## config.mk

```make
export PLATFORM = sky130hd
export DESIGN_NAME = hazard_ctrl_flat
export DESIGN_NICKNAME = d
export VERILOG_FILES = /design/src/rtl/hazard_ctrl_pkg.sv /design/src/rtl/hazard_ctrl_if.sv /design/src/rtl/sat_counter.sv /design/src/rtl/hazard_ctrl.sv /design/src/flat_wrapper.sv
export SDC_FILE = /design/constraint.sdc
export NUM_CORES = 1
export LEC_CHECK = 0
export BUFFER_PORTS_ARGS = -buffer_cell sky130_fd_sc_hd__buf_2
export CAP_MARGIN = 20
export CORE_MARGIN = 2
export CORE_UTILIZATION = 58
export CTS_BUF_LIST = sky130_fd_sc_hd__clkbuf_8
export DETAILED_ROUTE_END_ITERATION = 8
export GPL_TIMING_DRIVEN = 0
export PLACE_DENSITY = 0.86
export SLEW_MARGIN = 0
export SYNTH_ARGS = -nofsm -noshare
export SYNTH_HDL_FRONTEND = slang
export SYNTH_SLANG_ARGS = --single-unit
export TNS_END_PERCENT = 30
```

## constraint.sdc

```tcl
create_clock -name clk -period 4.8 [get_ports clk]
set_input_delay 0.24 -clock clk [delete_from_list [all_inputs] [get_ports clk]]
set_output_delay 0.24 -clock clk [all_outputs]
set_load 0.02 [all_outputs]
```

## src/rtl/hazard_ctrl_pkg.sv

```systemverilog
// Shared pipeline-control definitions.
// FSM encodings and register constants.
package pipe_pkg;

   typedef enum logic [1:0] {
      RUN      = 2'd0,
      MEM_WAIT = 2'd1,
      FAULT    = 2'd2
   } state_t;

   localparam logic [4:0] REG_ZERO = 5'd0;

   function automatic logic src_hit(
      input logic       use_src,
      input logic [4:0] src,
      input logic [4:0] dst
   );
      return use_src && (src == dst);
   endfunction

endpackage

```

## src/rtl/hazard_ctrl_if.sv

```systemverilog
// Hazard controller bundle.
// Pipeline status in, hold/bubble controls out.
interface hazard_ctrl_if #(
   parameter int CNT_W = 32
);
   logic [4:0]       ID_rs1;
   logic [4:0]       ID_rs2;
   logic             ID_use_rs1;
   logic             ID_use_rs2;
   logic [4:0]       EX_rd;
   logic             EX_is_load;
   logic             EX_redirect;
   logic             MEM_req;
   logic             MEM_ready;
   logic             IF_stall;
   logic             ID_stall;
   logic             EX_stall;
   logic             MEM_stall;
   logic             ID_flush;
   logic             EX_flush;
   logic             WB_flush;
   logic             mem_fault;
   logic [CNT_W-1:0] perf_stall_cycles;
   logic [CNT_W-1:0] perf_flush_count;

   modport master (
      output ID_rs1, ID_rs2, ID_use_rs1, ID_use_rs2,
      output EX_rd, EX_is_load, EX_redirect,
      output MEM_req, MEM_ready,
      input  IF_stall, ID_stall, EX_stall, MEM_stall,
      input  ID_flush, EX_flush, WB_flush, mem_fault,
      input  perf_stall_cycles, perf_flush_count
   );

   modport slave (
      input  ID_rs1, ID_rs2, ID_use_rs1, ID_use_rs2,
      input  EX_rd, EX_is_load, EX_redirect,
      input  MEM_req, MEM_ready,
      output IF_stall, ID_stall, EX_stall, MEM_stall,
      output ID_flush, EX_flush, WB_flush, mem_fault,
      output perf_stall_cycles, perf_flush_count
   );
endinterface

```

## src/rtl/sat_counter.sv

```systemverilog
// Saturating up-counter.
// Holds at all-ones instead of wrapping.
module sat_counter #(
   parameter int W = 32
) (
   input  logic         clk,
   input  logic         rst,
   input  logic         inc,
   output logic [W-1:0] count
);

   // count up until all-ones, then hold
   always_ff @(posedge clk) begin
      if (rst)
         count <= '0;
      else if (inc && (count != {W{1'b1}}))
         count <= count + 1'b1;
   end

endmodule

```

## src/rtl/hazard_ctrl.sv

```systemverilog
// Central 5-stage pipeline hazard controller.
// Load-use bubbles, redirect squash, memory-wait hold and timeout fault.
module hazard_ctrl
   import pipe_pkg::*;
#(
   parameter int MEM_TIMEOUT = 16,
   parameter int CNT_W       = 32
) (
   input logic         clk,
   input logic         rst,
   hazard_ctrl_if.slave hz
);

   localparam int WC_W = $clog2(MEM_TIMEOUT) + 1;
   localparam logic [WC_W-1:0] WAIT_LAST = WC_W'(MEM_TIMEOUT - 1);

   state_t          state, state_nx;
   logic [WC_W-1:0] wait_cnt, wait_nx;
   logic            fault_q, fault_nx;

   logic mem_wait;
   logic load_use;
   logic stall_if, stall_id, stall_ex, stall_mem;
   logic flush_id, flush_ex, flush_wb;

   assign mem_wait = hz.MEM_req & ~hz.MEM_ready;

   assign load_use = hz.EX_is_load
                   & (hz.EX_rd != REG_ZERO)
                   & (src_hit(hz.ID_use_rs1, hz.ID_rs1, hz.EX_rd)
                    | src_hit(hz.ID_use_rs2, hz.ID_rs2, hz.EX_rd));

   // state, wait counter and sticky fault registers
   always_ff @(posedge clk) begin
      if (rst) begin
         state    <= RUN;
         wait_cnt <= '0;
         fault_q  <= 1'b0;
      end else begin
         state    <= state_nx;
         wait_cnt <= wait_nx;
         fault_q  <= fault_nx;
      end
   end

   // next state plus prioritised hold/bubble controls
   always_comb begin
      state_nx  = state;
      wait_nx   = wait_cnt;
      fault_nx  = fault_q;
      stall_if  = 1'b0;
      stall_id  = 1'b0;
      stall_ex  = 1'b0;
      stall_mem = 1'b0;
      flush_id  = 1'b0;
      flush_ex  = 1'b0;
      flush_wb  = 1'b0;

      if (rst) begin
         flush_id = 1'b1;
         flush_ex = 1'b1;
         flush_wb = 1'b1;
      end else if (state == FAULT || mem_wait) begin
         stall_if  = 1'b1;
         stall_id  = 1'b1;
         stall_ex  = 1'b1;
         stall_mem = 1'b1;
         flush_wb  = 1'b1;
      end else if (hz.EX_redirect) begin
         flush_id = 1'b1;
         flush_ex = 1'b1;
      end else if (load_use) begin
         stall_if = 1'b1;
         stall_id = 1'b1;
         flush_ex = 1'b1;
      end

      case (state)
         RUN: begin
            if (mem_wait) begin
               state_nx = MEM_WAIT;
               wait_nx  = WC_W'(1);
            end
         end
         MEM_WAIT: begin
            if (!mem_wait) begin
               state_nx = RUN;
               wait_nx  = '0;
            end else if (wait_cnt == WAIT_LAST) begin
               state_nx = FAULT;
               fault_nx = 1'b1;
            end else begin
               wait_nx = wait_cnt + 1'b1;
            end
         end
         FAULT: begin
            state_nx = FAULT;
         end
         default: begin
            state_nx = RUN;
            wait_nx  = '0;
         end
      endcase
   end

   assign hz.IF_stall  = stall_if;
   assign hz.ID_stall  = stall_id;
   assign hz.EX_stall  = stall_ex;
   assign hz.MEM_stall = stall_mem;
   assign hz.ID_flush  = flush_id;
   assign hz.EX_flush  = flush_ex;
   assign hz.WB_flush  = flush_wb;
   assign hz.mem_fault = fault_q & ~rst;

   sat_counter #(.W(CNT_W)) u_stall_cnt (
      .clk   (clk),
      .rst   (rst),
      .inc   (stall_if & ~rst),
      .count (hz.perf_stall_cycles)
   );

   sat_counter #(.W(CNT_W)) u_flush_cnt (
      .clk   (clk),
      .rst   (rst),
      .inc   (flush_id & ~rst),
      .count (hz.perf_flush_count)
   );

endmodule

```

## src/flat_wrapper.sv

```systemverilog
// flat-port wrapper written by rule: the top's interface ports become plain ports
module hazard_ctrl_flat import pipe_pkg::*;
#(
   parameter int MEM_TIMEOUT = 16,
   parameter int CNT_W       = 32
)
  (clk, rst, hz_ID_rs1, hz_ID_rs2, hz_ID_use_rs1, hz_ID_use_rs2, hz_EX_rd, hz_EX_is_load, hz_EX_redirect, hz_MEM_req, hz_MEM_ready, hz_IF_stall, hz_ID_stall, hz_EX_stall, hz_MEM_stall, hz_ID_flush, hz_EX_flush, hz_WB_flush, hz_mem_fault, hz_perf_stall_cycles, hz_perf_flush_count);
  hazard_ctrl_if #(.CNT_W(CNT_W)) hz_i ();
  input logic clk;
  input logic rst;
  input wire logic [$bits(hz_i.ID_rs1)-1:0] hz_ID_rs1;
  input wire logic [$bits(hz_i.ID_rs2)-1:0] hz_ID_rs2;
  input wire logic [$bits(hz_i.ID_use_rs1)-1:0] hz_ID_use_rs1;
  input wire logic [$bits(hz_i.ID_use_rs2)-1:0] hz_ID_use_rs2;
  input wire logic [$bits(hz_i.EX_rd)-1:0] hz_EX_rd;
  input wire logic [$bits(hz_i.EX_is_load)-1:0] hz_EX_is_load;
  input wire logic [$bits(hz_i.EX_redirect)-1:0] hz_EX_redirect;
  input wire logic [$bits(hz_i.MEM_req)-1:0] hz_MEM_req;
  input wire logic [$bits(hz_i.MEM_ready)-1:0] hz_MEM_ready;
  output wire logic [$bits(hz_i.IF_stall)-1:0] hz_IF_stall;
  output wire logic [$bits(hz_i.ID_stall)-1:0] hz_ID_stall;
  output wire logic [$bits(hz_i.EX_stall)-1:0] hz_EX_stall;
  output wire logic [$bits(hz_i.MEM_stall)-1:0] hz_MEM_stall;
  output wire logic [$bits(hz_i.ID_flush)-1:0] hz_ID_flush;
  output wire logic [$bits(hz_i.EX_flush)-1:0] hz_EX_flush;
  output wire logic [$bits(hz_i.WB_flush)-1:0] hz_WB_flush;
  output wire logic [$bits(hz_i.mem_fault)-1:0] hz_mem_fault;
  output wire logic [$bits(hz_i.perf_stall_cycles)-1:0] hz_perf_stall_cycles;
  output wire logic [$bits(hz_i.perf_flush_count)-1:0] hz_perf_flush_count;
  assign hz_i.ID_rs1 = hz_ID_rs1;
  assign hz_i.ID_rs2 = hz_ID_rs2;
  assign hz_i.ID_use_rs1 = hz_ID_use_rs1;
  assign hz_i.ID_use_rs2 = hz_ID_use_rs2;
  assign hz_i.EX_rd = hz_EX_rd;
  assign hz_i.EX_is_load = hz_EX_is_load;
  assign hz_i.EX_redirect = hz_EX_redirect;
  assign hz_i.MEM_req = hz_MEM_req;
  assign hz_i.MEM_ready = hz_MEM_ready;
  assign hz_IF_stall = hz_i.IF_stall;
  assign hz_ID_stall = hz_i.ID_stall;
  assign hz_EX_stall = hz_i.EX_stall;
  assign hz_MEM_stall = hz_i.MEM_stall;
  assign hz_ID_flush = hz_i.ID_flush;
  assign hz_EX_flush = hz_i.EX_flush;
  assign hz_WB_flush = hz_i.WB_flush;
  assign hz_mem_fault = hz_i.mem_fault;
  assign hz_perf_stall_cycles = hz_i.perf_stall_cycles;
  assign hz_perf_flush_count = hz_i.perf_flush_count;
  hazard_ctrl #(.MEM_TIMEOUT(MEM_TIMEOUT), .CNT_W(CNT_W)) u_core (.clk(clk), .rst(rst), .hz(hz_i));
endmodule
```

## Word-level counts from Yosys, hierarchy flattened

Cells that the tools add are included.

| storage, ports and cells | value |
|---|---|
| word-level logic and storage cells | 59 |
| flip-flop bits (word level) | 72 |
| output and inout port bits | 72 |
| bits of input ports | 23 |

| operators by class | value |
|---|---|
| eq/ne operators | 10 |
| reduce and logical (&&, ||, !) cells | 10 |
| bitwise operators | 10 |
| add/subtract/negate cells | 3 |
| mux-type cells | 21 |

Operators with widths:

| kind | number |
|---|---|
| 32-bit by 1-bit adder with 32-bit output, second input constant | 2 |
| 32-bit inequality test, second input constant | 2 |
| 5-bit 2-to-1 mux | 3 |
| 5-bit one-hot mux with 3 select lines | 1 |
| 1-bit 2-to-1 mux | 13 |
| 5-bit == test | 2 |
| 1-bit bitwise AND | 6 |
| 2-bit 2-to-1 mux | 3 |
| 3-bit inequality test, second input constant | 2 |
| 2-bit one-hot mux with 3 select lines | 1 |
| 3-bit AND reduction | 2 |
| 5-bit by 1-bit adder with 5-bit output, second input constant | 1 |
| 5-bit by 4-bit == test with 1-bit output, second input constant | 1 |
| 5-bit nonzero test | 1 |
| 1-bit logical AND | 4 |
| 1-bit NOT | 3 |
| 2-bit by 1-bit == test with 1-bit output, second input constant | 1 |
| 2-bit == test, second input constant | 1 |
| 2-bit logical NOT | 1 |
| 2-bit by 1-bit inequality test with 1-bit output, second input constant | 1 |
| 2-bit AND reduction | 1 |
| 1-bit logical OR | 1 |
| 1-bit bitwise OR | 1 |

## Longest topological paths before layout

Gate-level depths: netlist of run 1.

| depth | value |
|---|---|
| depth in word-level cells | 10 |
| mapped depth | 8 |
| depth with buffers taken out | 8 |

## Cells and area by module

From an unflattened synthesis of run 1, not the netlist that was laid out.

| second synthesis, totals | value |
|---|---|
| cell total of the unflattened synthesis | 473 |
| area, all modules | 3971.3 um^2 |

Modules (own cells, without submodules):

| module | area each (um^2) | instances | seq. area each (um^2) | cells an instance |
|---|---|---|---|---|
| sat_counter | 1674.1 | 2 | 640.6 | 199 |
| hazard_ctrl | 623.1 | 1 | 160.2 | 75 |

## Least setup slack after synthesis of run 1

OpenSTA, ideal clock, no wires.

| timing path | value |
|---|---|
| path kind | flip-flop to flip-flop |
| start | register u_core.u_flush_cnt.count[21] |
| end | register u_core.u_flush_cnt.count[19] |
| data arrival time | 1.869 ns |
| cell stages (with the launch flop) | 9 |
| setup time | 0.128 ns |
| path buffers | 1 |
| period minus slack after synthesis | 1.996 ns |
| path slack | 2.804 ns |
| cells stage by stage | dfxtp_1 > nand4_2 > or3_4 > nor4_4 > nor2_2 > buf_6 > nand4_1 > xor2_1 > nor2_1 |

| between the ends | value |
|---|---|
| cells in the longest elaborated chain, start to end | 2 |

RTL lines:

| element | RTL line | source |
|---|---|---|
| start, declared | sat_counter.sv:9 | `output logic [W-1:0] count` |
| start signal, assigned | sat_counter.sv:17 | `count <= count + 1'b1;` |
| 32-bit inequality test | sat_counter.sv:16 | `else if (inc && (count != {W{1'b1}}))` |
| 1-bit logical AND | sat_counter.sv:16 |  |

Every way passes these cells.
A chain may end at the register's enable or synchronous reset.

## Final worst setup path of run 1

| timing path | value |
|---|---|
| start | register u_core.state[0] |
| end | output port hz_IF_stall |

| between the ends | value |
|---|---|
| cells in the longest elaborated chain, start to end | 4 |

RTL lines:

| element | RTL line | source |
|---|---|---|
| start, declared | hazard_ctrl.sv:17 | `state_t state, state_nx;` |
| start signal, assigned | hazard_ctrl.sv:40 | `state <= state_nx;` |
| 2-bit == test | hazard_ctrl.sv:63 | `end else if (state == FAULT \|\| mem_wait) begin` |
| 1-bit logical OR | hazard_ctrl.sv:63 |  |
| 1-bit 2-to-1 mux | hazard_ctrl.sv:63 |  |
| 1-bit 2-to-1 mux | hazard_ctrl.sv:59 | `if (rst) begin` |
| end, declared | flat_wrapper.sv:20 | `output wire logic [$bits(hz_i.IF_stall)-1:0] hz_IF_stall;` |

Every way passes these cells.

==> results of run 1 <==
[layer usage]
metal | wire [µm] | global-route usage | vias to the layer above
li1 | - | - | 1702
met2 | 4480 | 0.445 | 112
met1 | 3960 | 0.327 | 1652
met3 | 459 | 0.0653 | 23
met5 | 0 | 0 | -
met4 | 269 | 0.110 | 0
[cell families (layout without fill, tap and decap cells)]
group / after synthesis / count (layout) / share of synthesized area
AO/OA/AOI/OAI: 24 / 24 / 0.0479
buffers and inverters: 22 / 130 / 0.0320
flip-flops: 72 / 72 / 0.388
XOR/XNOR: 70 / 70 / 0.165
AND/OR/NAND/NOR: 235 / 235 / 0.344
multiplexers: 3 / 3 / 0.00876
adder cells (fa/ha/maj): 4 / 4 / 0.0135
[layout make-up]
cell class,count,area [µm²]
Inverter,3,11.3
Clock inverter,5,50.0
Timing Repair Buffer,94,470
Tap cell,77,96.3
Fill cell,521,1820
Sequential cell,72,1440
Multi-Input combinational cell,336,2150
Buffer,19,108
Clock buffer,9,124
[cells in the mapped netlist (4+ instances only)]
library cell,instances,area (µm²)
sky130_fd_sc_hd__nor2_1,79,297
sky130_fd_sc_hd__dfxtp_1,72,1440
sky130_fd_sc_hd__xor2_1,53,464
sky130_fd_sc_hd__nand3_1,37,185
sky130_fd_sc_hd__nand4_1,29,181
sky130_fd_sc_hd__nand2_1,22,82.6
sky130_fd_sc_hd__and3_1,18,113
sky130_fd_sc_hd__xnor2_1,17,149
sky130_fd_sc_hd__clkbuf_1,11,41.3
sky130_fd_sc_hd__nor3_1,9,45.0
sky130_fd_sc_hd__a21oi_1,7,35.0
sky130_fd_sc_hd__nand2b_1,6,37.5
sky130_fd_sc_hd__o21ai_0,5,25.0
sky130_fd_sc_hd__ha_1,4,50.1
[sequential cells by signal, indices dropped and copies added, names as in the netlist]
signal / cells
u_core.fault_q: 1
u_core.state: 2
u_core.u_flush_cnt.count: 32
u_core.u_stall_cnt.count: 32
u_core.wait_cnt: 5
[power by group through the flow]
stage	combinational (mW)	clock, mW	sequential, mW
final	0.0731	0.455	0.604
after CTS	0.0733	0.457	0.604
after global routing	0.0804	0.487	0.604
after floorplan	0.0432	0	0.620
after detailed placement	0.0731	0	0.618
after global placement	0.0720	0	0.618
[critical path, cell delays in order, from the launching register on]
cell and delay [ps]:
sky130_fd_sc_hd__dfxtp_1 320, sky130_fd_sc_hd__nand2b_1 190, sky130_fd_sc_hd__and2_1 210, sky130_fd_sc_hd__nor2_1 230
sky130_fd_sc_hd__a21o_1 260, sky130_fd_sc_hd__buf_4 240, sky130_fd_sc_hd__buf_4 120, sky130_fd_sc_hd__buf_2 150
[through the flow]
step | instances | setup slack [ps] | power (mW) | hold WS, ps | utilization
after CTS | 615 | 2500 | 1.13 | 275 | 0.709
after global routing | 615 | 2380 | 1.17 | 313 | 0.709
after detailed placement | 601 | 2530 | 0.691 | 452 | 0.682
after floorplan | 430 | 2800 | 0.663 | 420 | -
final | 615 | 2480 | 1.13 | 281 | 0.709
after global placement | 601 | 2550 | 0.690 | 443 | 0.682
[final timing paths]
check | endpoint | cells after the start
max | hz_IF_stall | 7
min | u_core.state[0] | 3
max reg2reg | u_core.u_stall_cnt.count[12] | 8
min reg2reg | u_core.fault_q | 2
[cell usage in the layout (no fill, tap or decap), types with 3 or more instances in the layout]
master	n
sky130_fd_sc_hd__buf_2	96
sky130_fd_sc_hd__nor2_1	79
sky130_fd_sc_hd__dfxtp_1	72
sky130_fd_sc_hd__xor2_1	53
sky130_fd_sc_hd__nand3_1	37
sky130_fd_sc_hd__nand4_1	29
sky130_fd_sc_hd__nand2_1	22
sky130_fd_sc_hd__and3_1	18
sky130_fd_sc_hd__xnor2_1	17
sky130_fd_sc_hd__clkbuf_1	11
sky130_fd_sc_hd__nor3_1	9
sky130_fd_sc_hd__clkbuf_8	9
sky130_fd_sc_hd__a21oi_1	7
sky130_fd_sc_hd__nand2b_1	6
sky130_fd_sc_hd__o21ai_0	5
sky130_fd_sc_hd__ha_1	4
sky130_fd_sc_hd__clkinv_2	4
sky130_fd_sc_hd__inv_1	3
sky130_fd_sc_hd__and2_1	3
sky130_fd_sc_hd__buf_4	3
sky130_fd_sc_hd__and3_2	3
sky130_fd_sc_hd__buf_6	3
sky130_fd_sc_hd__or3_1	3
sky130_fd_sc_hd__nor3b_1	3
sky130_fd_sc_hd__a31oi_1	3
==> tab_implementation.tex, run 1 <==
\begin{tabular}{lr}
\hline
Metric & Value \\
\hline
\multicolumn{2}{l}{\textbf{Critical path}} \\
Critical path start-end classification & flop to primary output \\
Worst EP required & around 4600 ps \\
Launch point of the worst path & u\_core.state[0] \\
Worst-path fanout max & 11 \\
Setup slack, reg-to-reg & 2550 ps \\
FF-to-FF Start & u\_core.u\_stall\_cnt.count[0] \\
Startpoint class of the critical path & flop \\
Data arrival time of the critical path & 2080 ps \\
CP endpoint kind & primary output \\
\multicolumn{2}{l}{\textbf{Placement}} \\
Standard cell area after detailed placement & around 4300 µm² \\
HPWL reported at the end of detailed placement & 6670 µm \\
Number of buffers added on ports & 94 \\
GPL Wtd Cong & between 0.8 and 0.9 \\
\multicolumn{2}{l}{\textbf{Global routing}} \\
Number of global-route vias before repair & 3411 \\
Global route total overflow & 0 \\
Largest net degree at the start of global routing & 12 \\
Aggregate global-route resource usage & 0.266 \\
Wire length of the first global-routing pass & between 15000 and 20000 µm \\
Antenna violations before repair & 0 \\
\multicolumn{2}{l}{\textbf{Flow run}} \\
Max-capacitance violation count & 0 \\
\multicolumn{2}{l}{\textbf{Finish}} \\
Area growth syn-to-layout & 20.0\% \\
Number of inserted diodes & 0 \\
Final net count & approximately 560 \\
Design Area, Final & between 4000 and 5000 µm² \\
Share of layout cells above drive strength 1 & 0.255 \\
\multicolumn{2}{l}{\textbf{STA}} \\
Shortest clock period the worst path allows after layout & about 2300 ps \\
Maximum clock skew at final layout & 7.37 ps \\
Post-route setup TNS & 0 ps \\
Measured slew at the worst slew-check pin & about 530 ps \\
Total of endpoints with negative setup slack in the final report & 0 \\
Hold Fails Final Rpt & 0 \\
Max Fclk & approximately 430 MHz \\
Worst max-slew margin expressed relative to the limit & 0.644 \\
RSZ-0062 raised after global routing & no \\
Share of the cycle needed by the critical path after routing & 0.483 \\
Number of max-slew violations in the final report & 0 \\
\multicolumn{2}{l}{\textbf{Logic synthesis}} \\
Area of the mapped netlist & $\sim$3700 µm² \\
Mapped Avg Cell Area & 8.63 µm² \\
Post-synth ARST share & 0 \\
Number of library cell types mapped by synthesis & 52 \\
Mapped Cells & 430 \\
Number of register bits inferred by synthesis & slightly above 70 \\
Portion of the post-synthesis area used by sequential elements & 0.388 \\
Synth warnings & 0 \\
Synth Net Count & $\sim$460 \\
Prevailing post-synth register cell & sky130\_fd\_sc\_hd\_\_dfxtp\_1 \\
Number of enable-type register cells in the synthesized netlist & 0 \\
\multicolumn{2}{l}{\textbf{Drt}} \\
Length of the first detailed-routing pass in iterations & 4 \\
Iteration-0 DRC Markers & $\sim$180 \\
DR WL/cell & 14.9 µm \\
Vias/cell & between 5 and 6 \\
Via count & 3489 \\
Total routed wirelength & roughly 9200 µm \\
Antenna viol nets, final & 0 \\
Remaining DRCs & 0 \\
\multicolumn{2}{l}{\textbf{CTS}} \\
Num CTS Buffers & 9 \\
Number of hold-repair buffers added at the cts stage & 0 \\
Maximum level of the CTS H-tree & 3 \\
Worst skew pair latency & $\sim$360 ps \\
Number of gates resized after cts & 0 \\
Reg clk slew, reported paths & 70 ps \\
Number of clock sinks & 72 \\
Clk Tree Root Cell & sky130\_fd\_sc\_hd\_\_clkbuf\_8 \\
Bufs on Longest Clock Path & 2 \\
CTS tree & yes \\
Setup Buffers After CTS & 0 \\
\multicolumn{2}{l}{\textbf{Floorplan}} \\
\# IOs & 95 \\
Die area & a little over 7000 µm² \\
Core area & around 6300 µm² \\
Die span in x & 84.0 µm \\
Standard-cell row count & 29 \\
Die span in y & about 84 µm \\
Starting density of the core & 0.591 \\
\multicolumn{2}{l}{\textbf{Pwr}} \\
Leak pwr & between 1.5 and 2 nW \\
Logic gate share of total power & 0.065 \\
Part of the power in the clock network & 0.402 \\
Switching fraction of total power & 0.241 \\
Peak ir drop on the vdd network & $\sim$0.00017 V \\
Internal power consumption & about 860 µW \\
Power Density & around 250 nW/µm² \\
Sequential cell fraction of total power & 0.534 \\
Net Switching & 273 µW \\
\multicolumn{2}{l}{\textbf{Min path}} \\
Min-delay worst type & input port to flop \\
Worst Hold Launch & hz\_MEM\_req \\
\multicolumn{2}{l}{\textbf{Outcome}} \\
Status & complete, no violations \\
\hline
\end{tabular}
Note: power is estimated with default switching activity, not from simulation.
==> run 2: changes to the inputs <==
--- a/config.mk
+++ b/config.mk
@@ -5,14 +5,15 @@
 export SDC_FILE = /design/constraint.sdc
 export NUM_CORES = 1
 export LEC_CHECK = 0
+export ABC_AREA = 1
 export BUFFER_PORTS_ARGS = -buffer_cell sky130_fd_sc_hd__buf_2
 export CAP_MARGIN = 20
 export CORE_MARGIN = 2
-export CORE_UTILIZATION = 58
+export CORE_UTILIZATION = 52
 export CTS_BUF_LIST = sky130_fd_sc_hd__clkbuf_8
 export DETAILED_ROUTE_END_ITERATION = 8
 export GPL_TIMING_DRIVEN = 0
-export PLACE_DENSITY = 0.86
+export PLACE_DENSITY = 0.79
 export SLEW_MARGIN = 0
 export SYNTH_ARGS = -nofsm -noshare
 export SYNTH_HDL_FRONTEND = slang
==> constraint.sdc (replaced) <==
create_clock -name clk -period 2 [get_ports clk]
set_input_delay 0.1 -clock clk [delete_from_list [all_inputs] [get_ports clk]]
set_output_delay 0.1 -clock clk [all_outputs]
set_load 0.02 [all_outputs]
==> run 2 against run 1 <==
First-iteration DRC count up 97%. Power up 130%. Die area up 42%. Largest power group unchanged.
==> tab_implementation.tex, run 2 <==
\begin{tabular}{lr}
\hline
Metric & Value \\
\hline
\multicolumn{2}{l}{\textbf{Logic synthesis}} \\
Number of library cell types mapped by synthesis & 34 (-35\%) \\
Synth warnings & 0 (unchanged) \\
Mapped Avg Cell Area & 5.97 µm² (-31\%) \\
Number of enable-type register cells in the synthesized netlist & 0 (unchanged) \\
Cell type with the largest total area after synthesis & sky130\_fd\_sc\_hd\_\_dfxtp\_1 \\
Area of the mapped netlist & 4810 µm² (+30\%) \\
Share of the synthesized area in the top cell type & 0.300 (-0.0886) \\
Synth Net Count & 833 (+82\%) \\
Post-synth ARST share & 0 (unchanged) \\
Prevailing post-synth register cell & sky130\_fd\_sc\_hd\_\_dfxtp\_1 \\
Portion of the post-synthesis area used by sequential elements & 0.300 (-0.0886) \\
Mapped Cells & 806 (+87\%) \\
Number of register bits inferred by synthesis & 72 (unchanged) \\
Most common library cells after synthesis & sky130\_fd\_sc\_hd\_\_nand2\_1 (283), sky130\_fd\_sc\_hd\_\_nor2\_1 (119), sky130\_fd\_sc\_hd\_\_inv\_1 (86), sky130\_fd\_sc\_hd\_\_dfxtp\_1 (72), sky130\_fd\_sc\_hd\_\_a21oi\_1 (49) \\
Ranking of synthesized cells by area & sky130\_fd\_sc\_hd\_\_dfxtp\_1 (30\%), sky130\_fd\_sc\_hd\_\_nand2\_1 (22\%), sky130\_fd\_sc\_hd\_\_nor2\_1 (9.3\%) \\
Leading cell type by number of instances after synthesis & sky130\_fd\_sc\_hd\_\_nand2\_1 \\
\multicolumn{2}{l}{\textbf{Placement}} \\
GPL Wtd Cong & 1.00 (+18\%) \\
Post-Place Cells & 1010 (+68\%) \\
Number of buffers added on ports & 93 (-1.1\%) \\
HPWL reported at the end of detailed placement & 10400 µm (+56\%) \\
\multicolumn{2}{l}{\textbf{Drt}} \\
Total routed wirelength & 13500 µm (+47\%) \\
Length of the first detailed-routing pass in iterations & 5 (+1) \\
Iteration-0 DRC Markers & 360 (+97\%) \\
Remaining DRCs & 0 (unchanged) \\
Via count & 5356 (+54\%) \\
DR WL/cell & 13.1 µm (-12\%) \\
Vias/cell & 5.22 (-8.1\%) \\
Antenna viol nets, final & 0 (unchanged) \\
\multicolumn{2}{l}{\textbf{Floorplan}} \\
Core area & 9110 µm² (+45\%) \\
Starting density of the core & 0.528 (-0.0634) \\
Die span in x & 100 µm (+19\%) \\
\# IOs & 95 (unchanged) \\
Die span in y & 100 µm (+19\%) \\
Die area & 10000 µm² (+42\%) \\
Standard-cell row count & 35 (+21\%) \\
\multicolumn{2}{l}{\textbf{Finish}} \\
Biggest regs & u\_core.u\_flush\_cnt.count: 32 flops, u\_core.u\_stall\_cnt.count: 32 flops, u\_core.wait\_cnt: 5 flops \\
Post-Layout Cell Count & 1027 (+67\%) \\
Most frequent standard cell in the layout excluding fill and tap cells & sky130\_fd\_sc\_hd\_\_nand2\_1 \\
Area growth syn-to-layout & 17.0\% \\
Share of layout cells above drive strength 1 & 0.177 (-0.0778) \\
Most frequent cells in the layout & sky130\_fd\_sc\_hd\_\_nand2\_1 (280), sky130\_fd\_sc\_hd\_\_nor2\_1 (116), sky130\_fd\_sc\_hd\_\_buf\_2 (103) \\
Number of inserted diodes & 0 (unchanged) \\
Final net count & 941 (+67\%) \\
\multicolumn{2}{l}{\textbf{Critical path}} \\
Startpoint class of the critical path & flop \\
Delay of the slowest cell on the worst path & 450 ps (+130 ps) \\
CP endpoint kind & flop \\
Data arrival time of the critical path & 2090 ps (about the same) \\
Library cell appearing most often on the critical path & sky130\_fd\_sc\_hd\_\_buf\_2 \\
Master of the slowest instance on the critical path & sky130\_fd\_sc\_hd\_\_dfxtp\_1 \\
Cell Chain, Critical Path & nand2\_1 > nor2\_1 > nand2\_2 > nor2\_4 > nand3\_2 > buf\_2 > buf\_2 > nand4\_1 > a21oi\_1 \\
Critical path start-end classification & flop to flop \\
Worst EP required & 2220 ps (-2340 ps) \\
Worst-path fanout max & 10 (-1) \\
\multicolumn{2}{l}{\textbf{STA}} \\
Measured slew at the worst slew-check pin & 624 ps (+93.9 ps) \\
Total of endpoints with negative setup slack in the final report & 0 (unchanged) \\
Maximum clock skew at final layout & 11.0 ps (+3.67 ps) \\
Number of max-slew violations in the final report & 0 (unchanged) \\
Hold Fails Final Rpt & 0 (unchanged) \\
RSZ-0062 raised after global routing & yes \\
Worst max-slew margin expressed relative to the limit & 0.584 (-0.0599) \\
Shortest clock period the worst path allows after layout & $\sim$1900 ps \\
Hold\_ws & 174 ps (-107 ps) \\
Share of the cycle needed by the critical path after routing & 0.939 \\
Max Fclk & approximately 530 MHz \\
\multicolumn{2}{l}{\textbf{Global routing}} \\
Antenna violations before repair & 0 (unchanged) \\
Wire length of the first global-routing pass & 22500 µm (+47\%) \\
Number of global-route vias before repair & 4688 (+37\%) \\
Largest net degree at the start of global routing & 11 (-1) \\
Aggregate global-route resource usage & 0.278 (+0.0122) \\
Global route total overflow & 0 (unchanged) \\
\multicolumn{2}{l}{\textbf{Pwr}} \\
Power Density & 471 nW/µm² (+85\%) \\
Peak ir drop on the vdd network & 0.000255 V (+54\%) \\
Leak pwr & 2.41 nW (+25\%) \\
\multicolumn{2}{l}{\textbf{CTS}} \\
Num CTS Buffers & 9 (unchanged) \\
Worst skew pair latency & 340 ps (-20 ps) \\
Clk Tree Root Cell & sky130\_fd\_sc\_hd\_\_clkbuf\_8 \\
Number of clock sinks & 72 (unchanged) \\
Bufs on Longest Clock Path & 2 (unchanged) \\
Number of hold-repair buffers added at the cts stage & 0 (unchanged) \\
Maximum level of the CTS H-tree & 3 (unchanged) \\
CTS tree & yes \\
Reg clk slew, reported paths & 80 ps (about the same) \\
\multicolumn{2}{l}{\textbf{Outcome}} \\
Status & complete, no violations \\
\multicolumn{2}{l}{\textbf{Min path}} \\
Min-delay worst type & input port to flop \\
\multicolumn{2}{l}{\textbf{Flow run}} \\
Max-capacitance violation count & 0 (unchanged) \\
\hline
\end{tabular}
## run 2: cell types whose count changed after synthesis, moves of 10 or more
cell and delta:
sky130_fd_sc_hd__nand2_1 +261, sky130_fd_sc_hd__a21oi_1 +42, sky130_fd_sc_hd__buf_2 +10, sky130_fd_sc_hd__and3_1 -16
sky130_fd_sc_hd__nor2_1 +40, sky130_fd_sc_hd__inv_1 +83, sky130_fd_sc_hd__xor2_1 -36
## run 2: kinds of logic (layout without fill, tap and decap cells)
logic type,Yosys count,count (layout),synth area share
xor+xnor,25,25,0.0455
flops,72,72,0.300
compound gates,68,68,0.0778
buf+inv,119,229,0.106
fa+ha+maj,4,4,0.0104
simple gates,518,518,0.460
## run 2: power breakdown
group | switching (mW) | total (mW) | internal, mW
Sequential | 0.00958 | 1.45 | 1.44
Combinational | 0.174 | 0.258 | 0.0833
Clock | 0.527 | 0.944 | 0.417
Total | 0.711 | 2.65 | 1.94
## run 2: path summary, 6_finish.rpt
| kind | from | endpoint | slack [ps] | cells after the start |
|---|---|---|---|---|
| max | u_core.u_stall_cnt.count[4] | u_core.u_stall_cnt.count[30] | 120 | 9 |
| min | rst | u_core.state[0] | 170 | 2 |
| min reg2reg | u_core.wait_cnt[4] | u_core.wait_cnt[4] | 460 | 2 |
| max reg2reg | u_core.u_stall_cnt.count[4] | u_core.u_stall_cnt.count[30] | 120 | 9 |
## run 2: critical path: cells and delay by family (launching register included)
kind                   cells  cell delay [ps]
AOI/OAI and AO/OA          1               70
DFF                        1              450
buffers and inverters      2              420
and+or+nand+nor            6              800
## run 2: repair_timing
action	in CTS	in global routing
gates resized for setup	1	16
setup buffers	0	4
pin swaps	0	1
setup endpoints to repair	1	62
## run 2: metrics by stage
| stage | power, mW | setup slack [ps] | setup TNS, ps | utilization | instance area (µm²) |
|---|---|---|---|---|---|
| finish | 2.65 | 123 | 0 | 0.618 | 5630 |
| global route | 2.76 | -6.42 | -6.42 | 0.618 | 5630 |
| CTS | 2.65 | 11.3 | 0 | 0.610 | 5560 |
| detailed placement | 1.73 | 38.7 | 0 | 0.594 | 5410 |
| global placement | 1.73 | 20.4 | 0 | 0.594 | 5410 |
| floorplan | 1.64 | 163 | 0 | - | 4810 |
## run 2: metal layers
| metal | vias to the layer above | global-route usage | routed length [µm] |
|---|---|---|---|
| met5 | - | 0 | 0 |
| met3 | 26 | 0.0432 | 1060 |
| met2 | 205 | 0.411 | 5790 |
| met1 | 2351 | 0.415 | 6410 |
| li1 | 2774 | - | - |
| met4 | 0 | 0.0875 | 245 |
## run 2: layout make-up
cell class / count / area (µm²)
inverters: 91 / 342
clock inverters: 4 / 17.5
clock buffers: 9 / 124
multi-input cells: 615 / 2890
plain buffers: 28 / 171
fillers: 938 / 3480
flip-flops and latches: 72 / 1450
well taps: 111 / 139
repair buffers: 97 / 498
==> run 3: changes to the inputs <==
--- a/config.mk
+++ b/config.mk
@@ -7,15 +7,16 @@
 export LEC_CHECK = 0
 export ABC_AREA = 1
 export BUFFER_PORTS_ARGS = -buffer_cell sky130_fd_sc_hd__buf_2
-export CAP_MARGIN = 20
+export CAP_MARGIN = 0
 export CORE_MARGIN = 2
-export CORE_UTILIZATION = 52
+export CORE_UTILIZATION = 45
 export CTS_BUF_LIST = sky130_fd_sc_hd__clkbuf_8
 export DETAILED_ROUTE_END_ITERATION = 8
 export GPL_TIMING_DRIVEN = 0
-export PLACE_DENSITY = 0.79
+export PLACE_DENSITY = 0.7
 export SLEW_MARGIN = 0
 export SYNTH_ARGS = -nofsm -noshare
 export SYNTH_HDL_FRONTEND = slang
+export SYNTH_HIERARCHICAL = 1
 export SYNTH_SLANG_ARGS = --single-unit
 export TNS_END_PERCENT = 30
==> run 3 against run 2 <==
Synthesized cell count down 4.2%. Critical path depth unchanged. Via count down 4.9%. Die area up 16%. Critical path type is now flop to primary output.
==> tab_implementation.tex, run 3 <==
\begin{tabular}{lr}
\hline
Metric & Value \\
\hline
\multicolumn{2}{l}{\textbf{Outcome}} \\
Status & complete, no violations \\
\multicolumn{2}{l}{\textbf{Logic synthesis}} \\
Share of the synthesized area in the top cell type & 0.298 (-0.00171) \\
Number of register bits inferred by synthesis & 72 (unchanged) \\
Mapped Cells & 772 (-4.2\%) \\
Area of the mapped netlist & 4840 µm² (+0.57\%) \\
Number of enable-type register cells in the synthesized netlist & 0 (unchanged) \\
Portion of the post-synthesis area used by sequential elements & 0.298 (-0.00171) \\
Most common library cells after synthesis & sky130\_fd\_sc\_hd\_\_nand2\_1 (214), sky130\_fd\_sc\_hd\_\_nor2\_1 (150), sky130\_fd\_sc\_hd\_\_inv\_1 (79), sky130\_fd\_sc\_hd\_\_dfxtp\_1 (72), sky130\_fd\_sc\_hd\_\_nand3\_1 (53) \\
Ranking of synthesized cells by area & sky130\_fd\_sc\_hd\_\_dfxtp\_1 (30\%), sky130\_fd\_sc\_hd\_\_nand2\_1 (17\%), sky130\_fd\_sc\_hd\_\_nor2\_1 (12\%) \\
Synth warnings & 6 (+6) \\
Post-synth ARST share & 0 (unchanged) \\
Number of library cell types mapped by synthesis & 33 (-2.9\%) \\
Synth Net Count & 799 (-4.1\%) \\
Cell type with the largest total area after synthesis & sky130\_fd\_sc\_hd\_\_dfxtp\_1 \\
Prevailing post-synth register cell & sky130\_fd\_sc\_hd\_\_dfxtp\_1 \\
Leading cell type by number of instances after synthesis & sky130\_fd\_sc\_hd\_\_nand2\_1 \\
Mapped Avg Cell Area & 6.27 µm² (+5.0\%) \\
\multicolumn{2}{l}{\textbf{Global routing}} \\
Number of global-route vias before repair & 4485 (-4.3\%) \\
Global route total overflow & 0 (unchanged) \\
Aggregate global-route resource usage & 0.223 (-0.0552) \\
Antenna violations before repair & 0 (unchanged) \\
Wire length of the first global-routing pass & 20900 µm (-7.2\%) \\
Largest net degree at the start of global routing & 12 (+1) \\
\multicolumn{2}{l}{\textbf{Drt}} \\
Antenna viol nets, final & 0 (unchanged) \\
Length of the first detailed-routing pass in iterations & 5 (unchanged) \\
Total routed wirelength & 12600 µm (-6.8\%) \\
Via count & 5093 (-4.9\%) \\
DR WL/cell & 12.3 µm (-6.3\%) \\
Remaining DRCs & 0 (unchanged) \\
Iteration-0 DRC Markers & 268 (-26\%) \\
Vias/cell & 4.98 (-4.4\%) \\
\multicolumn{2}{l}{\textbf{CTS}} \\
Number of hold-repair buffers added at the cts stage & 0 (unchanged) \\
Num CTS Buffers & 9 (unchanged) \\
CTS tree & yes \\
Bufs on Longest Clock Path & 2 (unchanged) \\
Worst skew pair latency & 350 ps (about the same) \\
Clk Tree Root Cell & sky130\_fd\_sc\_hd\_\_clkbuf\_8 \\
Maximum level of the CTS H-tree & 3 (unchanged) \\
Reg clk slew, reported paths & 70 ps (about the same) \\
Number of clock sinks & 72 (unchanged) \\
\multicolumn{2}{l}{\textbf{Floorplan}} \\
Core area & 10400 µm² (+14\%) \\
Die span in x & 108 µm (+7.5\%) \\
Starting density of the core & 0.466 (-0.0616) \\
Die span in y & 108 µm (+7.5\%) \\
Die area & 11600 µm² (+16\%) \\
Standard-cell row count & 37 (+5.7\%) \\
\# IOs & 95 (unchanged) \\
\multicolumn{2}{l}{\textbf{Finish}} \\
Number of inserted diodes & 0 (unchanged) \\
Most frequent cells in the layout & sky130\_fd\_sc\_hd\_\_nand2\_1 (212), sky130\_fd\_sc\_hd\_\_nor2\_1 (141), sky130\_fd\_sc\_hd\_\_buf\_2 (99) \\
Area growth syn-to-layout & 19.7\% \\
Final net count & 908 (-3.5\%) \\
Share of layout cells above drive strength 1 & 0.255 (+0.0782) \\
Biggest regs & u\_core/u\_flush\_cnt/count: 32 flops, u\_core/u\_stall\_cnt/count: 32 flops, u\_core/wait\_cnt: 5 flops \\
Design Area, Final & 5790 µm² (+2.9\%) \\
Final core utilization & 0.559 (-0.0593) \\
Most frequent standard cell in the layout excluding fill and tap cells & sky130\_fd\_sc\_hd\_\_nand2\_1 \\
\multicolumn{2}{l}{\textbf{Critical path}} \\
Data arrival time of the critical path & 1810 ps (-280 ps) \\
Delay of the slowest cell on the worst path & 330 ps (-120 ps) \\
Crit path buffers/inverters & 5 (+3) \\
CP endpoint kind & primary output \\
Master of the slowest instance on the critical path & sky130\_fd\_sc\_hd\_\_dfxtp\_2 \\
Cell Chain, Critical Path & inv\_1 > nand2\_1 > nand2\_1 > inv\_1 > nor2\_2 > o21bai\_4 > buf\_4 > buf\_4 > buf\_2 \\
Critical path start-end classification & flop to primary output \\
Worst EP required & 1900 ps (-320 ps) \\
Worst-path fanout max & 11 (+1) \\
Largest delay contributor family on the critical path & buffers and inverters \\
Startpoint class of the critical path & flop \\
\multicolumn{2}{l}{\textbf{Placement}} \\
GPL Wtd Cong & 0.913 (-9.0\%) \\
Standard cell area after detailed placement & 5490 µm² (+1.4\%) \\
HPWL reported at the end of detailed placement & 9530 µm (-8.2\%) \\
Number of buffers added on ports & 94 (+1.1\%) \\
\multicolumn{2}{l}{\textbf{STA}} \\
Maximum clock skew at final layout & 9.39 ps (-1.65 ps) \\
RSZ-0062 raised after global routing & yes \\
Worst max-slew margin expressed relative to the limit & 0.741 (+0.157) \\
Post-route setup TNS & 0 ps (unchanged) \\
Measured slew at the worst slew-check pin & 387 ps (-237 ps) \\
Total of endpoints with negative setup slack in the final report & 0 (unchanged) \\
Share of the cycle needed by the critical path after routing & 0.956 (+0.0169) \\
Max Fclk & 523 MHz (-1.8\%) \\
Shortest clock period the worst path allows after layout & 1910 ps (+33.8 ps) \\
Number of max-slew violations in the final report & 0 (unchanged) \\
Hold Fails Final Rpt & 0 (unchanged) \\
\multicolumn{2}{l}{\textbf{Pwr}} \\
Peak ir drop on the vdd network & 0.000418 V (+64\%) \\
Leak pwr & 2.84 nW (+18\%) \\
Power Density & 507 nW/µm² (+7.6\%) \\
\multicolumn{2}{l}{\textbf{Flow run}} \\
Max-capacitance violation count & 0 (unchanged) \\
\multicolumn{2}{l}{\textbf{Min path}} \\
Min-delay worst type & input port to flop \\
\hline
\end{tabular}
run 3: cell count changes after synthesis, moves of 9 or more:
| cell | change |
|---|---|
| sky130_fd_sc_hd__nand3_2 | +13 |
| sky130_fd_sc_hd__nor3_1 | -11 |
| sky130_fd_sc_hd__nand4_1 | -10 |
| sky130_fd_sc_hd__nor2_1 | +31 |
| sky130_fd_sc_hd__nand2_1 | -69 |
| sky130_fd_sc_hd__o21ai_0 | -10 |
| sky130_fd_sc_hd__nor2_2 | +9 |
| sky130_fd_sc_hd__a31oi_1 | +10 |
| sky130_fd_sc_hd__nand3_1 | +20 |
| sky130_fd_sc_hd__nand2_2 | +11 |
| sky130_fd_sc_hd__xor2_1 | -17 |
run 3: kinds of logic (layout without fill, tap and decap cells):
| family | count (synthesis) | in the layout | synth area share |
|---|---|---|---|
| AOI/OAI and AO/OA | 65 | 65 | 0.0753 |
| adders and majority gates | 4 | 4 | 0.0103 |
| buffers and inverters | 110 | 224 | 0.104 |
| DFF | 72 | 72 | 0.298 |
| and+or+nand+nor | 521 | 521 | 0.512 |
run 3: metal layers:
| metal | global-route usage | routed length (µm) | up-vias |
|---|---|---|---|
| met5 | 0 | 0 | - |
| met4 | 0.0522 | 150 | 0 |
| met3 | 0.0508 | 661 | 13 |
| met2 | 0.377 | 5960 | 121 |
| met1 | 0.287 | 5810 | 2285 |
| li1 | - | - | 2674 |
run 3: worst paths after layout:
check / start / to / slack (ps) / cells after the start
min reg2reg: u_core/state[0] / u_core/state[0] / 440 / 1
max reg2reg: u_core/state[0] / u_core/u_stall_cnt/count[25] / 110 / 15
min: hz_MEM_req / u_core/state[0] / 40 / 3
max: u_core/state[0] / hz_ID_stall / 90 / 9
run 3: area by class of cell:
cell class / count / area [µm²]
clock inverters: 6 / 76.3
multi-input cells: 590 / 2950
clock buffers: 10 / 138
fillers: 1055 / 4580
flip-flops and latches: 72 / 1440
plain buffers: 18 / 158
repair buffers: 99 / 508
well taps: 136 / 170
inverters: 91 / 349
run 3: tightest hold or removal path, cell delays in order:
cell and delay [ps]:
sky130_fd_sc_hd__buf_2 110, sky130_fd_sc_hd__nand3_1 90, sky130_fd_sc_hd__a211oi_1 50
run 3: through the flow:
step / worst slack (ps) / power [mW] / hold WS, ps / instances
2_1_floorplan: 10.2 / 1.62 / 169 / 772
3_5_place_dp: -444 / 1.70 / 409 / 1002
3_3_place_gp: -469 / 1.69 / 411 / 1002
4_1_cts: 24.9 / 2.98 / 25.1 / 1022
6_report: 88.7 / 2.94 / 38.2 / 1022
5_1_grt: -50.9 / 3.08 / 17.5 / 1022
run 3: where the power goes:
group | internal (mW) | total [mW] | leakage (nW) | switching (mW)
Clock | 0.722 | 1.26 | 0.120 | 0.541
Sequential | 1.44 | 1.45 | 0.581 | 0.0115
Combinational | 0.0825 | 0.221 | 2.14 | 0.139
Total | 2.25 | 2.94 | 2.84 | 0.691
run 3: repair_timing:
| item | CTS | global route |
|---|---|---|
| endpoints found under the setup margin | 23 | 26 |
| gates resized for setup | 7 | 11 |
| cloned | 0 | 0 |
| pin swaps | 1 | 3 |
| buffers inserted | 5 | 0 |
